`src/rtl/odd_issue_scheduler_pkg.sv`:
```
`default_nettype none
// ============================================================================
//  Module   : odd_sched_pkg
//  Purpose  : Shared types and constants for the odd-pipe issue scheduler:
//             execution-unit encoding, forwarding latencies, scoreboard slot
//             layout and controller states.
//  Revision : 1.0 - initial release
// ============================================================================
package odd_sched_pkg;

   typedef enum logic [1:0] {
      PERM  = 2'd0,
      LS    = 2'd1,
      BR    = 2'd2,
      UNDEF = 2'd3
   } unit_e;

   localparam int PERM_LAT_DEF = 4;
   localparam int LS_LAT_DEF   = 6;
   localparam int BR_LAT_DEF   = 1;
   localparam int N_SLOTS_DEF  = 8;
   localparam int REM_MAX      = 7;

   typedef struct packed {
      logic       valid;
      logic [6:0] addr;
      logic [2:0] rem;
   } slot_t;

   typedef enum logic [1:0] {
      RUN   = 2'd0,
      STALL = 2'd1,
      DRAIN = 2'd2
   } state_e;

   // Forwarding latency of a unit; the unused encoding behaves as a Permute.
   function automatic logic [2:0] unit_lat(input logic [1:0] unit,
                                           input int perm_lat,
                                           input int ls_lat,
                                           input int br_lat);
      case (unit)
         2'd1:    return 3'(ls_lat);
         2'd2:    return 3'(br_lat);
         default: return 3'(perm_lat);
      endcase
   endfunction

endpackage
`default_nettype wire

```
`src/rtl/odd_issue_scheduler_if.sv`:
```
`default_nettype none
// ============================================================================
//  Module   : odd_issue_scheduler_if
//  Purpose  : Decode-side handshake, registered issue bus and drain/flush
//             control for the odd-pipe issue scheduler.
//  Revision : 1.0 - initial release
// ============================================================================
interface odd_issue_scheduler_if;

   logic        dec_valid;
   logic        dec_ready;
   logic [0:10] dec_op;
   logic [2:0]  dec_format;
   logic [1:0]  dec_unit;
   logic [6:0]  dec_rt_addr;
   logic        dec_reg_write;
   logic [6:0]  dec_ra_addr;
   logic [6:0]  dec_rb_addr;
   logic [6:0]  dec_rc_addr;
   logic [2:0]  dec_src_use;

   logic        iss_valid;
   logic [0:10] iss_op;
   logic [2:0]  iss_format;
   logic [1:0]  iss_unit;
   logic [6:0]  iss_rt_addr;
   logic        iss_reg_write;

   logic        flush;
   logic        drain_req;
   logic        drain_done;
   logic        busy;
   logic [15:0] stall_cnt;

   modport master (
      output dec_valid, dec_op, dec_format, dec_unit, dec_rt_addr, dec_reg_write,
             dec_ra_addr, dec_rb_addr, dec_rc_addr, dec_src_use, flush, drain_req,
      input  dec_ready, iss_valid, iss_op, iss_format, iss_unit, iss_rt_addr,
             iss_reg_write, drain_done, busy, stall_cnt
   );

   modport slave (
      input  dec_valid, dec_op, dec_format, dec_unit, dec_rt_addr, dec_reg_write,
             dec_ra_addr, dec_rb_addr, dec_rc_addr, dec_src_use, flush, drain_req,
      output dec_ready, iss_valid, iss_op, iss_format, iss_unit, iss_rt_addr,
             iss_reg_write, drain_done, busy, stall_cnt
   );

endinterface
`default_nettype wire

```
`src/rtl/odd_issue_scheduler_scoreboard.sv`:
```
`default_nettype none
// ============================================================================
//  Module   : odd_scoreboard
//  Purpose  : Latency-countdown scoreboard of in-flight destinations.
//             Allocates the lowest free slot, counts every valid slot down
//             once per cycle, and reports source/destination matches.
//  Revision : 1.0 - initial release
// ============================================================================
module odd_scoreboard
   import odd_sched_pkg::*;
#(
   parameter int N_SLOTS = N_SLOTS_DEF
) (
   input  wire logic       clk,
   input  wire logic       reset,
   input  wire logic       alloc,
   input  wire logic [6:0] alloc_addr,
   input  wire logic [2:0] alloc_rem,
   input  wire logic [6:0] ra_addr,
   input  wire logic [6:0] rb_addr,
   input  wire logic [6:0] rc_addr,
   input  wire logic [6:0] rt_addr,
   input  wire logic [2:0] src_use,
   input  wire logic       reg_write,
   output logic [3:0]      match,      // {ra, rb, rc, rt}
   output logic            busy,
   output logic            nofree
);

   slot_t              slots [N_SLOTS];
   logic [N_SLOTS-1:0] valid_vec;
   logic [N_SLOTS-1:0] alloc_sel;
   logic               free_found;

   // Pick the lowest-numbered free slot as the allocation target.
   always_comb begin
      alloc_sel  = '0;
      free_found = 1'b0;
      for (int i = 0; i < N_SLOTS; i++) begin
         if (!slots[i].valid && !free_found) begin
            alloc_sel[i] = 1'b1;
            free_found   = 1'b1;
         end
      end
   end

   // Compare every valid slot against the used sources and the destination.
   always_comb begin
      match = '0;
      for (int i = 0; i < N_SLOTS; i++) begin
         if (slots[i].valid) begin
            if (src_use[2] && slots[i].addr == ra_addr) match[3] = 1'b1;
            if (src_use[1] && slots[i].addr == rb_addr) match[2] = 1'b1;
            if (src_use[0] && slots[i].addr == rc_addr) match[1] = 1'b1;
            if (reg_write  && slots[i].addr == rt_addr) match[0] = 1'b1;
         end
      end
   end

   generate
      for (genvar g = 0; g < N_SLOTS; g++) begin : g_slot
         assign valid_vec[g] = slots[g].valid;

         // Count down while valid, free on the 1->0 step, otherwise accept a new load.
         always_ff @(posedge clk or posedge reset) begin
            if (reset) begin
               slots[g] <= '0;
            end else if (slots[g].valid) begin
               slots[g].rem <= slots[g].rem - 3'd1;
               if (slots[g].rem == 3'd1) slots[g].valid <= 1'b0;
            end else if (alloc && alloc_sel[g]) begin
               slots[g] <= '{valid: 1'b1, addr: alloc_addr, rem: alloc_rem};
            end
         end
      end
   endgenerate

   assign busy   = |valid_vec;
   assign nofree = reg_write && (&valid_vec);

endmodule
`default_nettype wire

```
`src/rtl/odd_issue_scheduler.sv`:
```
`default_nettype none
// ============================================================================
//  Module   : odd_issue_scheduler
//  Purpose  : Issue controller for the odd pipe (Permute / LocalStore /
//             Branch). Holds decode on RAW/WAW hazards against in-flight
//             producers, supports branch flush and a drain handshake.
//  Revision : 1.0 - initial release
// ============================================================================
module odd_issue_scheduler
   import odd_sched_pkg::*;
#(
   parameter int PERM_LAT = PERM_LAT_DEF,
   parameter int LS_LAT   = LS_LAT_DEF,
   parameter int BR_LAT   = BR_LAT_DEF,
   parameter int N_SLOTS  = N_SLOTS_DEF
) (
   input  wire logic             clk,
   input  wire logic             reset,
   odd_issue_scheduler_if.slave  bus
);

   localparam int MAX_LAT = (LS_LAT > PERM_LAT) ? ((LS_LAT > BR_LAT) ? LS_LAT : BR_LAT)
                                                : ((PERM_LAT > BR_LAT) ? PERM_LAT : BR_LAT);

   generate
      if (PERM_LAT > REM_MAX || LS_LAT > REM_MAX || BR_LAT > REM_MAX ||
          PERM_LAT < 1 || LS_LAT < 1 || BR_LAT < 1) begin : g_bad_lat
         $error("odd_issue_scheduler: latencies must lie in 1..7");
      end
      if (N_SLOTS < MAX_LAT) begin : g_bad_slots
         $error("odd_issue_scheduler: N_SLOTS must be >= max latency");
      end
   endgenerate

   state_e      state;
   state_e      state_next;
   logic [3:0]  match;
   logic        nofree;
   logic        busy;
   logic        hazard;
   logic        accept;
   logic        alloc;
   logic [2:0]  lat;
   logic [15:0] stall_cnt;

   logic        iss_valid;
   logic [0:10] iss_op;
   logic [2:0]  iss_format;
   logic [1:0]  iss_unit;
   logic [6:0]  iss_rt_addr;
   logic        iss_reg_write;

   // The load edge itself is the first countdown step, so a slot holds LAT-1
   // and a dependent may issue exactly LAT cycles after its producer. A
   // single-cycle producer never needs a slot at all.
   assign lat    = unit_lat(bus.dec_unit, PERM_LAT, LS_LAT, BR_LAT);
   assign hazard = (|match) || nofree;
   assign bus.dec_ready = !reset && (state == RUN || state == STALL) &&
                          !hazard && !bus.drain_req && !bus.flush;
   assign accept = bus.dec_valid && bus.dec_ready;
   assign alloc  = accept && bus.dec_reg_write && (lat > 3'd1);

   odd_scoreboard #(.N_SLOTS(N_SLOTS)) u_scoreboard (
      .clk        (clk),
      .reset      (reset),
      .alloc      (alloc),
      .alloc_addr (bus.dec_rt_addr),
      .alloc_rem  (lat - 3'd1),
      .ra_addr    (bus.dec_ra_addr),
      .rb_addr    (bus.dec_rb_addr),
      .rc_addr    (bus.dec_rc_addr),
      .rt_addr    (bus.dec_rt_addr),
      .src_use    (bus.dec_src_use),
      .reg_write  (bus.dec_reg_write),
      .match      (match),
      .busy       (busy),
      .nofree     (nofree)
   );

   // Controller state register.
   always_ff @(posedge clk or posedge reset) begin
      if (reset) state <= RUN;
      else       state <= state_next;
   end

   // Next state: drain beats flush, flush beats a stall.
   always_comb begin
      state_next = state;
      case (state)
         RUN, STALL: begin
            if (bus.drain_req)                   state_next = DRAIN;
            else if (bus.flush)                  state_next = RUN;
            else if (bus.dec_valid && hazard)    state_next = STALL;
            else                                 state_next = RUN;
         end
         DRAIN: begin
            if (!bus.drain_req) state_next = RUN;
         end
         default: state_next = RUN;
      endcase
   end

   // Issue register: one-cycle valid pulse, payload holds between issues.
   always_ff @(posedge clk or posedge reset) begin
      if (reset) begin
         iss_valid     <= 1'b0;
         iss_op        <= '0;
         iss_format    <= '0;
         iss_unit      <= '0;
         iss_rt_addr   <= '0;
         iss_reg_write <= 1'b0;
      end else begin
         iss_valid <= accept;
         if (accept) begin
            iss_op        <= bus.dec_op;
            iss_format    <= bus.dec_format;
            iss_unit      <= bus.dec_unit;
            iss_rt_addr   <= bus.dec_rt_addr;
            iss_reg_write <= bus.dec_reg_write;
         end
      end
   end

   // Saturating count of cycles a presented instruction is held by a hazard.
   always_ff @(posedge clk or posedge reset) begin
      if (reset) begin
         stall_cnt <= '0;
      end else if (bus.dec_valid && hazard && !bus.flush && stall_cnt != 16'hFFFF) begin
         stall_cnt <= stall_cnt + 16'd1;
      end
   end

   assign bus.iss_valid     = iss_valid;
   assign bus.iss_op        = iss_op;
   assign bus.iss_format    = iss_format;
   assign bus.iss_unit      = iss_unit;
   assign bus.iss_rt_addr   = iss_rt_addr;
   assign bus.iss_reg_write = iss_reg_write;
   assign bus.busy          = busy;
   assign bus.drain_done    = bus.drain_req && !busy;
   assign bus.stall_cnt     = stall_cnt;

endmodule
`default_nettype wire

```
`src/flat_wrapper.sv`:
```
// flat-port wrapper written by rule: the top's interface ports become plain ports
module odd_issue_scheduler_flat import odd_sched_pkg::*;
#(
   parameter int PERM_LAT = PERM_LAT_DEF,
   parameter int LS_LAT   = LS_LAT_DEF,
   parameter int BR_LAT   = BR_LAT_DEF,
   parameter int N_SLOTS  = N_SLOTS_DEF
)
  (clk, reset, bus_dec_valid, bus_dec_op, bus_dec_format, bus_dec_unit, bus_dec_rt_addr, bus_dec_reg_write, bus_dec_ra_addr, bus_dec_rb_addr, bus_dec_rc_addr, bus_dec_src_use, bus_flush, bus_drain_req, bus_dec_ready, bus_iss_valid, bus_iss_op, bus_iss_format, bus_iss_unit, bus_iss_rt_addr, bus_iss_reg_write, bus_drain_done, bus_busy, bus_stall_cnt);
  odd_issue_scheduler_if bus_i ();
  input  wire logic clk;
  input  wire logic reset;
  input wire logic [$bits(bus_i.dec_valid)-1:0] bus_dec_valid;
  input wire logic [$bits(bus_i.dec_op)-1:0] bus_dec_op;
  input wire logic [$bits(bus_i.dec_format)-1:0] bus_dec_format;
  input wire logic [$bits(bus_i.dec_unit)-1:0] bus_dec_unit;
  input wire logic [$bits(bus_i.dec_rt_addr)-1:0] bus_dec_rt_addr;
  input wire logic [$bits(bus_i.dec_reg_write)-1:0] bus_dec_reg_write;
  input wire logic [$bits(bus_i.dec_ra_addr)-1:0] bus_dec_ra_addr;
  input wire logic [$bits(bus_i.dec_rb_addr)-1:0] bus_dec_rb_addr;
  input wire logic [$bits(bus_i.dec_rc_addr)-1:0] bus_dec_rc_addr;
  input wire logic [$bits(bus_i.dec_src_use)-1:0] bus_dec_src_use;
  input wire logic [$bits(bus_i.flush)-1:0] bus_flush;
  input wire logic [$bits(bus_i.drain_req)-1:0] bus_drain_req;
  output wire logic [$bits(bus_i.dec_ready)-1:0] bus_dec_ready;
  output wire logic [$bits(bus_i.iss_valid)-1:0] bus_iss_valid;
  output wire logic [$bits(bus_i.iss_op)-1:0] bus_iss_op;
  output wire logic [$bits(bus_i.iss_format)-1:0] bus_iss_format;
  output wire logic [$bits(bus_i.iss_unit)-1:0] bus_iss_unit;
  output wire logic [$bits(bus_i.iss_rt_addr)-1:0] bus_iss_rt_addr;
  output wire logic [$bits(bus_i.iss_reg_write)-1:0] bus_iss_reg_write;
  output wire logic [$bits(bus_i.drain_done)-1:0] bus_drain_done;
  output wire logic [$bits(bus_i.busy)-1:0] bus_busy;
  output wire logic [$bits(bus_i.stall_cnt)-1:0] bus_stall_cnt;
  assign bus_i.dec_valid = bus_dec_valid;
  assign bus_i.dec_op = bus_dec_op;
  assign bus_i.dec_format = bus_dec_format;
  assign bus_i.dec_unit = bus_dec_unit;
  assign bus_i.dec_rt_addr = bus_dec_rt_addr;
  assign bus_i.dec_reg_write = bus_dec_reg_write;
  assign bus_i.dec_ra_addr = bus_dec_ra_addr;
  assign bus_i.dec_rb_addr = bus_dec_rb_addr;
  assign bus_i.dec_rc_addr = bus_dec_rc_addr;
  assign bus_i.dec_src_use = bus_dec_src_use;
  assign bus_i.flush = bus_flush;
  assign bus_i.drain_req = bus_drain_req;
  assign bus_dec_ready = bus_i.dec_ready;
  assign bus_iss_valid = bus_i.iss_valid;
  assign bus_iss_op = bus_i.iss_op;
  assign bus_iss_format = bus_i.iss_format;
  assign bus_iss_unit = bus_i.iss_unit;
  assign bus_iss_rt_addr = bus_i.iss_rt_addr;
  assign bus_iss_reg_write = bus_i.iss_reg_write;
  assign bus_drain_done = bus_i.drain_done;
  assign bus_busy = bus_i.busy;
  assign bus_stall_cnt = bus_i.stall_cnt;
  odd_issue_scheduler #(.PERM_LAT(PERM_LAT), .LS_LAT(LS_LAT), .BR_LAT(BR_LAT), .N_SLOTS(N_SLOTS)) u_core (.clk(clk), .reset(reset), .bus(bus_i));
endmodule
```
`config.mk`:
```
export PLATFORM = sky130hd
export DESIGN_NAME = odd_issue_scheduler_flat
export DESIGN_NICKNAME = d
export VERILOG_FILES = /design/src/rtl/odd_issue_scheduler_pkg.sv /design/src/rtl/odd_issue_scheduler_if.sv /design/src/rtl/odd_issue_scheduler_scoreboard.sv /design/src/rtl/odd_issue_scheduler.sv /design/src/flat_wrapper.sv
export SDC_FILE = /design/constraint.sdc
export NUM_CORES = 1
export LEC_CHECK = 0
export ABC_CLOCK_PERIOD_IN_PS = 15500
export CORE_ASPECT_RATIO = 1.25
export CORE_MARGIN = 3
export CORE_UTILIZATION = 35
export DETAILED_ROUTE_END_ITERATION = 12
export SLEW_MARGIN = 10
export SYNTH_ARGS = -nofsm -noshare
export SYNTH_HDL_FRONTEND = slang
export SYNTH_SLANG_ARGS = --single-unit
```
`constraint.sdc`:
```
create_clock -name clk -period 15.5 [get_ports clk]
set_input_delay 3.1 -clock clk [delete_from_list [all_inputs] [get_ports clk]]
set_output_delay 3.1 -clock clk [all_outputs]
set_load 0.05 [all_outputs]
```
== Word level (Yosys, flattened, before mapping) ==
Cells that the tools add are included.
Word-level totals
  register bits after elaboration: 131
  latch bits: 0
  RAM bits: 0
  memory bits (read-only): 0
  output and inout port bits: 44
  logic and storage cells: 289
  memories: 0
Cells by class
  add/sub/neg operators: 10
  $mul: 0
  div/mod/pow operators: 0
  magnitude comparators: 1
  eq/ne operators: 46
  shift operators: 0
  mux-type cells: 92
  bitwise gates (word level): 8
  reductions and logical operators: 100
Operators by type and width (count)
  == test 7 bit: 32
  2-to-1 mux 11 bit: 8
  2-to-1 mux 1 bit: 63
  logical AND 1 bit: 59
  2-to-1 mux 4 bit: 8
  subtractor 3 x 1 -> 3 bit (second input constant): 9
  == test 3 x 1 -> 1 bit (second input constant): 8
  2-to-1 mux 3 bit: 8
  logical NOT 1 bit: 18
  adder 16 x 1 -> 16 bit (second input constant): 1
  inequality test 16 bit (second input constant): 1
  AND reduction 2 bit: 8
  nonzero test 2 bit: 8
  inverter 1 bit: 8
  AND reduction 8 bit: 1
  OR reduction 8 bit: 1
  2-to-1 mux 2 bit: 3
  case mux 3 bit (2 select lines): 1
  == test 2 x 1 -> 1 bit (second input constant): 2
  == test 2 bit (second input constant): 2
  case mux 2 bit (2 select lines): 1
  OR reduction 4 bit: 1
  greater-than comparator 3 x 1 -> 1 bit (second input constant): 1
  logical NOT 2 bit: 1
  other kinds (3): 4

== Depth between registers and ports, before layout ==
Gate-level depths: netlist (run 1).
  depth in word-level cells: 30
  gate-level depth with buffers: 14

== Cells and area by module ==
Synthesis (run 1) repeated with hierarchy kept, for this count alone.
Unflattened totals
  cell total of the unflattened synthesis: 889
  area total of the unflattened synthesis: 8759.7 um^2
Modules (own cells, without submodules)
  odd_scoreboard: times used 1, cells an instance 747, area each 6877.8 um^2, seq. area each 2202.1 um^2
  odd_issue_scheduler: times used 1, cells an instance 142, area each 1881.8 um^2, seq. area each 1076.0 um^2

== Least setup slack after synthesis (run 1) ==
Ideal clock, no wire load.
  kind: input to output
  start point: input reset
  end point: output bus_dec_ready
  arrival time: 6616 ps
  data required time: 12400 ps
  slack: 5784 ps
  stages on the path: 2
  cells stage by stage: inv_1 -> and3_1
Between the ends
  word-level cells in the longest chain between the ends: 5
Ends and longest elaborated chain
  start, declared: line flat_wrapper.sv:12  | input wire logic reset;
  logical NOT 1 bit: line odd_issue_scheduler.sv:58  | assign bus.dec_ready = !reset && (state == RUN || state == STALL) &&
  logical AND 1 bit (2 in series): line odd_issue_scheduler.sv:58
  logical AND 1 bit (2 in series): line odd_issue_scheduler.sv:59  | !hazard && !bus.drain_req && !bus.flush;
  end, declared: line flat_wrapper.sv:25  | output wire logic [$bits(bus_i.dec_ready)-1:0] bus_dec_ready;
No other way between the ends.

== Final worst setup path (run 1) ==
  start point: input bus_dec_rt_addr[3]
  end point: output bus_dec_ready
Between the ends
  word-level cells in the longest chain between the ends: 24
Ends and longest elaborated chain
  start, declared: line flat_wrapper.sv:17  | input wire logic [$bits(bus_i.dec_rt_addr)-1:0] bus_dec_rt_addr;
  == test 7 bit: line odd_issue_scheduler_scoreboard.sv:55  | if (reg_write && slots[i].addr == rt_addr) match[0] = 1'b1;
  logical AND 1 bit: line odd_issue_scheduler_scoreboard.sv:55
  2-to-1 mux 1 bit: line odd_issue_scheduler_scoreboard.sv:55
  2-to-1 mux 4 bit: line odd_issue_scheduler_scoreboard.sv:51  | if (slots[i].valid) begin
  2-to-1 mux 1 bit: line odd_issue_scheduler_scoreboard.sv:55
  2-to-1 mux 4 bit: line odd_issue_scheduler_scoreboard.sv:51
  2-to-1 mux 1 bit: line odd_issue_scheduler_scoreboard.sv:55
  2-to-1 mux 4 bit: line odd_issue_scheduler_scoreboard.sv:51
  [... 7 more ...]
  2-to-1 mux 4 bit: line odd_issue_scheduler_scoreboard.sv:51
  2-to-1 mux 1 bit: line odd_issue_scheduler_scoreboard.sv:55
  2-to-1 mux 4 bit (*): line odd_issue_scheduler_scoreboard.sv:51
  OR reduction 4 bit (*): line odd_issue_scheduler.sv:57  | assign hazard = (|match) || nofree;
  logical OR 1 bit (*): line odd_issue_scheduler.sv:57
  logical NOT 1 bit (*): line odd_issue_scheduler.sv:59
  logical AND 1 bit (*): line odd_issue_scheduler.sv:58
  logical AND 1 bit (*) (2 in series): line odd_issue_scheduler.sv:59
Every way passes the cells marked *; elsewhere a longest branch is shown, timed or not.

==> results.cfg, run 1 <==
[drt]
vias = 6773
first_iter_violations = 640
firstDrtPassIters = 5
wirelength_mm = 25.3
routedWlPerCell_um = 20.0
drc = 0
routed_via_density = 5.35
ant_nets = 0

[pwr]
ir_drop_mv = 0.0660
powerDensity_nw_per_um2 = 107
finalPower_mw = 1.14
p_leak_nw = 4.75

[sta]
slew_violations = 0
skew_ns = 0.0149
fmax_mhz = 97.5
finalCriticalPeriod_ns = 10.25
slew_headroom_pct = 33.9
rsz0062_at_grt = no
fin_setup_tns_ns = 0
finalCritPeriodShare_pct = 66.1
worstMarginPinSlew_ns = 0.991
finalHoldViolCount = 0
setup_violations = 0

[synthesis]
synth_fp_nets = 989
synth-simple-area-share_pct = 13.8
synthArstFlopShare_pct = 100
netlist_area_um2 = 9160
synth-compound-area-share_pct = 6.05
synth_most_common_cell = xor2_1
synth_mux_area_share_pct = 10.2
synth_common_cells = xor2_1, dfrtp_1, xnor2_1, mux2_2
synthAdderAreaFrac_pct = 2.73
synth_top_cell_by_area = dfrtp_1
syn_avg_cell_area_um2 = 10.0
synth_top_area_share_pct = 35.8
synth_top_family_by_area = XOR/XNOR gates
synthFlopType = dfrtp_1
ys_top_cells_by_area = dfrtp_1, xor2_1, mux2_2, xnor2_1, nand4_1
synth_xor_area_share_pct = 23.6
postSynthCellCount = 916
synth-seq-cells = 131
seq_area_frac_synth_pct = 35.8
yosysWarningCount = 0
synth_edf_count = 0
synth_cell_types = 61

[die]
start_util_pct = 35.9
boundaryPins = 97
core_region_area_um2 = 25500
die-height_um = 187
die_w_um = 151
die-area_um2 = 28200
rows = 65

[grt]
grt_pass1_vias = 6803
gr-total-overflow = 0
grt_pass1_wl_mm = 39.8
grt_max_degree = 76
grt_use_total_pct = 18.2
antenna_found_initial = 1

[cts]
cts_setup_buffers = 0
numClockSinks = 131
htreeDepth = 4
clockBufferDepth = 2
clock_latency_ns = 0.43
postCtsResizedCells = 0
numCtsBuffers = 17
clk_pin_slew_worst_paths_ns = 0.06
clk_root_buffer_cell = clkbuf_16
cts_tree = built
hold_buffers = 0

[worst_setup_path]
path_max_fanout = 42
cp-end-kind = output pin
crit_path_start_kind = input port
arrival_ns = 7.15
crit_type = in2out
crit_required_ns = 12.40

[finish]
fillers = 2559
area_delta_synth_final_pct = 16.0
register_area_um2 = 3280
multiInputGateArea_um2 = 5170
drive_gt1_share_pct = 15.7
nets = 991

[outcome]
outcome = completed

[placement]
dp_hpwl_mm = 17.8
gp_congestion = 0.919
port_buffers = 96

[hold_path]
hold_path.class = reg2reg

[job]
maxCapViolCount = 0
==> worst max-delay path: stages <==
cell	delay, ns
clkdlybuf4s50_1	1.06
xnor2_1	0.17
nand4_1	0.13
nor2_1	0.05
a2111oi_0	0.54
a31o_2	0.36
and4_4	0.66
and3_1	0.24
clkdlybuf4s50_1	0.80
==> metrics by stage <==
stage | util (%) | area (um2) | setup WS (ns) | hold WS [ns] | cells
floorplan | - | 9160 | 5.78 | 0.404 | 916
global placement | 39.2 | 10000 | 5.28 | 0.414 | 1234
detailed placement | 39.2 | 10000 | 5.22 | 0.423 | 1234
CTS | 41.6 | 10600 | 5.21 | 0.433 | 1266
global route | 41.6 | 10600 | 5.01 | 0.442 | 1266
finish | 41.6 | 10600 | 5.25 | 0.427 | 1267
==> sequential cells by signal (all words and copies together) (netlist names) <==
| name | count |
|---|---|
| u_core.u_scoreboard.slots | 88 |
| u_core.bus.stall_cnt | 16 |
| u_core.bus.iss_op | 11 |
| u_core.bus.iss_rt_addr | 7 |
| u_core.bus.iss_format | 3 |
| u_core.bus.iss_unit | 2 |
| u_core.state | 2 |
| u_core.bus.iss_reg_write | 1 |
| u_core.bus.iss_valid | 1 |
==> power by group <==
group | switching, mW | leakage, nW | internal, mW
clock network | 0.174 | 0.291 | 0.257
registers | 0.0424 | 1.75 | 0.381
logic | 0.164 | 2.71 | 0.118
==> cell type report <==
type                       instances  area share (%)
clock inverter                    15            1.84
sequential                       131            30.9
antenna                            1          0.0236
multi-input combinational        632            48.6
clock buffer                      17            4.01
timing repair buffer             101            9.40
tap                              335            3.95
inverter                          35            1.28
==> path summary, 6_finish.rpt <==
| kind | startpoint | end | slack (ns) | depth (start not counted) |
|---|---|---|---|---|
| max | bus_dec_rt_addr[3] | bus_dec_ready | 5.25 | 9 |
| min | u_core.state[0] | u_core.state[1] | 0.43 | 1 |
| max reg2reg | u_core.u_scoreboard.slots[87] | u_core.u_scoreboard.slots[51] | 11.54 | 8 |
| min reg2reg | u_core.state[0] | u_core.state[1] | 0.43 | 1 |
| max in group asynchronous | reset | u_core.u_scoreboard.slots[42] | 10.89 | 3 |
| min in group asynchronous | reset | u_core.u_scoreboard.slots[34] | 3.22 | 2 |
==> cell usage in the layout, fill, tap and decap left out, drive strengths merged, types with 17 or more instances in the layout <==
cell	n
xor2	149
dfrtp	131
xnor2	98
clkdlybuf4s50	96
mux2	81
nand4	48
nor4	40
inv	39
nand2	36
nor2	30
o21ai	23
ha	20
clkbuf	17
==> logic make-up after synthesis <==
kind of cell | after synthesis
flip-flops | 131
multiplexers | 83
adder cells (fa/ha/maj) | 20
AO/OA/AOI/OAI | 76
XOR/XNOR | 247
AND/OR/NAND/NOR | 206
buffers and inverters | 153
==> per-layer routing <==
metal / track usage, % / wire [um]
met5: 0 / 8
met3: 4.36 / 1770
met4: 6.21 / 579
met2: 27.5 / 11600
met1: 25.7 / 11300
No activity file was read; power rests on OpenSTA's default activity.
==> run 2: changes to the inputs <==
--- a/config.mk
+++ b/config.mk
@@ -5,7 +5,7 @@
 export SDC_FILE = /design/constraint.sdc
 export NUM_CORES = 1
 export LEC_CHECK = 0
-export ABC_CLOCK_PERIOD_IN_PS = 15500
+export ABC_CLOCK_PERIOD_IN_PS = 9990
 export CORE_ASPECT_RATIO = 1.25
 export CORE_MARGIN = 3
 export CORE_UTILIZATION = 35
==> constraint.sdc (replaced) <==
create_clock -name clk -period 9.99 [get_ports clk]
set_input_delay 1.998 -clock clk [delete_from_list [all_inputs] [get_ports clk]]
set_output_delay 1.998 -clock clk [all_outputs]
set_load 0.05 [all_outputs]
==> run 2 against run 1 <==
  * Power is 53% higher
  * Design area is 0.26% lower
  * Via count decreased by 0.59%
  * Core utilization shrank 0.11 points
  * Register-to-register slack lost 5.6 ns
  * Critical path depth is the same
==> results.cfg, run 2 (same netlist as run 1, synthesis figures left out) <==
[outcome]
outcome = completed

[finish]
largest-register = u_core.u_scoreboard.slots
nets = 991
reg_top3 = u_core.u_scoreboard.slots (88), u_core.bus.stall_cnt (16), u_core.bus.iss_op (11)
area_delta_synth_final_pct = 15.7
finalNonFillerCells = 1267
postLayoutCoreUtil_pct = 41.5
largest_reg_flops = 88
layout_commonest_cell = xor2_1
drive_gt1_share_pct = 15.6
final_cell_mix = xor2_1, dfrtp_1, xnor2_1, clkdlybuf4s50_1, mux2_2

[grt]
grt_pass1_vias = 6763
gr-total-overflow = 0
antenna_found_initial = 1
grt_use_total_pct = 18.4
grt_max_degree = 76
grt_pass1_wl_mm = 40.0

[sta]
slew_headroom_pct = 33.7
whs_ns = 0.427
fmax_mhz = 125
worstMarginPinSlew_ns = 0.994
slew_violations = 0
finalCriticalPeriod_ns = 8.00
setup_violations = 0
finalCritPeriodShare_pct = 80.1
finalHoldViolCount = 0
fin_setup_tns_ns = 0
rsz0062_at_grt = no
skew_ns = 0.0109

[worst_setup_path]
arrival_ns = 6.00
cp-end-kind = output pin
critical_path_buf_inv_count = 2
critPathMostFrequentCell = clkdlybuf4s50_1
critical-path-top-delay-family = buffers and inverters
critical_path.cell_chain = clkdlybuf4s50_1 -> xor2_1 -> nor4_1 -> nand4_1 -> o21ai_0 -> o31ai_1 -> and4_4 -> and3_1 -> clkdlybuf4s50_1
max_stage_delay_ns = 0.89
crit_path_start_kind = input port
crit_type = in2out
crit_required_ns = 7.99
path_max_fanout = 42
slowest_stage = clkdlybuf4s50_1

[cts]
clk_root_buffer_cell = clkbuf_16
clockBufferDepth = 2
hold_buffers = 0
clock_latency_ns = 0.43
cts_tree = built
postCtsResizedCells = 0
numClockSinks = 131
htreeDepth = 4
cts_setup_buffers = 0
clk_pin_slew_worst_paths_ns = 0.06
numCtsBuffers = 17

[placement]
gp_congestion = 0.920
dp_hpwl_mm = 18.0
port_buffers = 96
place_inst = 1234

[drt]
wirelength_mm = 25.5
drc = 0
vias = 6733
ant_nets = 0
firstDrtPassIters = 5
routedWlPerCell_um = 20.1
first_iter_violations = 641
routed_via_density = 5.31

[pwr]
power_frac_comb_pct = 25.2
p_leak_nw = 4.74
powerDensity_nw_per_um2 = 164
p_switching_uw = 582
p_int_mw = 1.15
p_seq_share_pct = 38.0
p_sw_share_pct = 33.5
pwr-share-clk_pct = 36.8
ir_drop_mv = 0.122
finalPower_mw = 1.73

[die]
die-height_um = 187
start_util_pct = 35.9
die_w_um = 151
die-area_um2 = 28200
core_region_area_um2 = 25500
boundaryPins = 97
rows = 65

[job]
maxCapViolCount = 0

[hold_path]
hold_path.class = reg2reg
==> run 2: cell count changes in the layout (fill, tap and decap cells not counted), sizes merged <==
cell / before / now
bufinv: 3 / 2
clkbuf: 17 / 19
clkinv: 4 / 5
inv: 39 / 37
==> run 2: power by group through the flow <==
stage / clock, mW / combinational [mW] / sequential [mW]
5_1_grt: 0.673 / 0.473 / 0.667
4_1_cts: 0.652 / 0.441 / 0.657
3_5_place_dp: 0 / 0.439 / 0.666
6_report: 0.639 / 0.437 / 0.658
3_3_place_gp: 0 / 0.435 / 0.664
2_1_floorplan: 0 / 0.253 / 0.717
==> run 2: cell type report <==
cell class | instances | area (um2)
Antenna cell | 1 | 2.50
Clock buffer | 19 | 443
Clock inverter | 13 | 150
Fill cell | 2527 | 14900
Inverter | 35 | 136
Multi-Input combinational cell | 632 | 5170
Sequential cell | 131 | 3280
Tap cell | 335 | 419
Timing Repair Buffer | 101 | 998
==> run 2: path summary, 6_finish.rpt <==
check | start | end | slack, ns | cells after the start
worst min-delay path | u_core.state[0] | u_core.state[1] | 0.43 | 1
worst min register to register | u_core.state[0] | u_core.state[1] | 0.43 | 1
min in group asynchronous | reset | u_core.u_scoreboard.slots[34] | 2.12 | 2
worst max-delay path | bus_dec_rc_addr[0] | bus_dec_ready | 1.99 | 9
max in group asynchronous | reset | u_core.u_scoreboard.slots[51] | 6.48 | 3
worst max register to register | u_core.u_scoreboard.slots[87] | u_core.u_scoreboard.slots[51] | 5.93 | 8
==> run 2: layer usage <==
| layer | part of all wire, % | vias to the layer above | track usage, % |
|---|---|---|---|
| met2 | 46 | 238 | 28.5 |
| met4 | 2.3 | 2 | 5.65 |
| li1 | - | 3106 | - |
| met1 | 44 | 3344 | 25.7 |
| met3 | 6.8 | 43 | 3.97 |
| met5 | 0.063 | - | 0 |
==> run 2: through the flow <==
stage,setup slack (ns),cell area (um2)
after CTS,1.94,10600
after floorplan,2.48,9160
after global placement,1.97,10000
final,1.99,10600
after global routing,1.67,10600
after detailed placement,1.94,10000
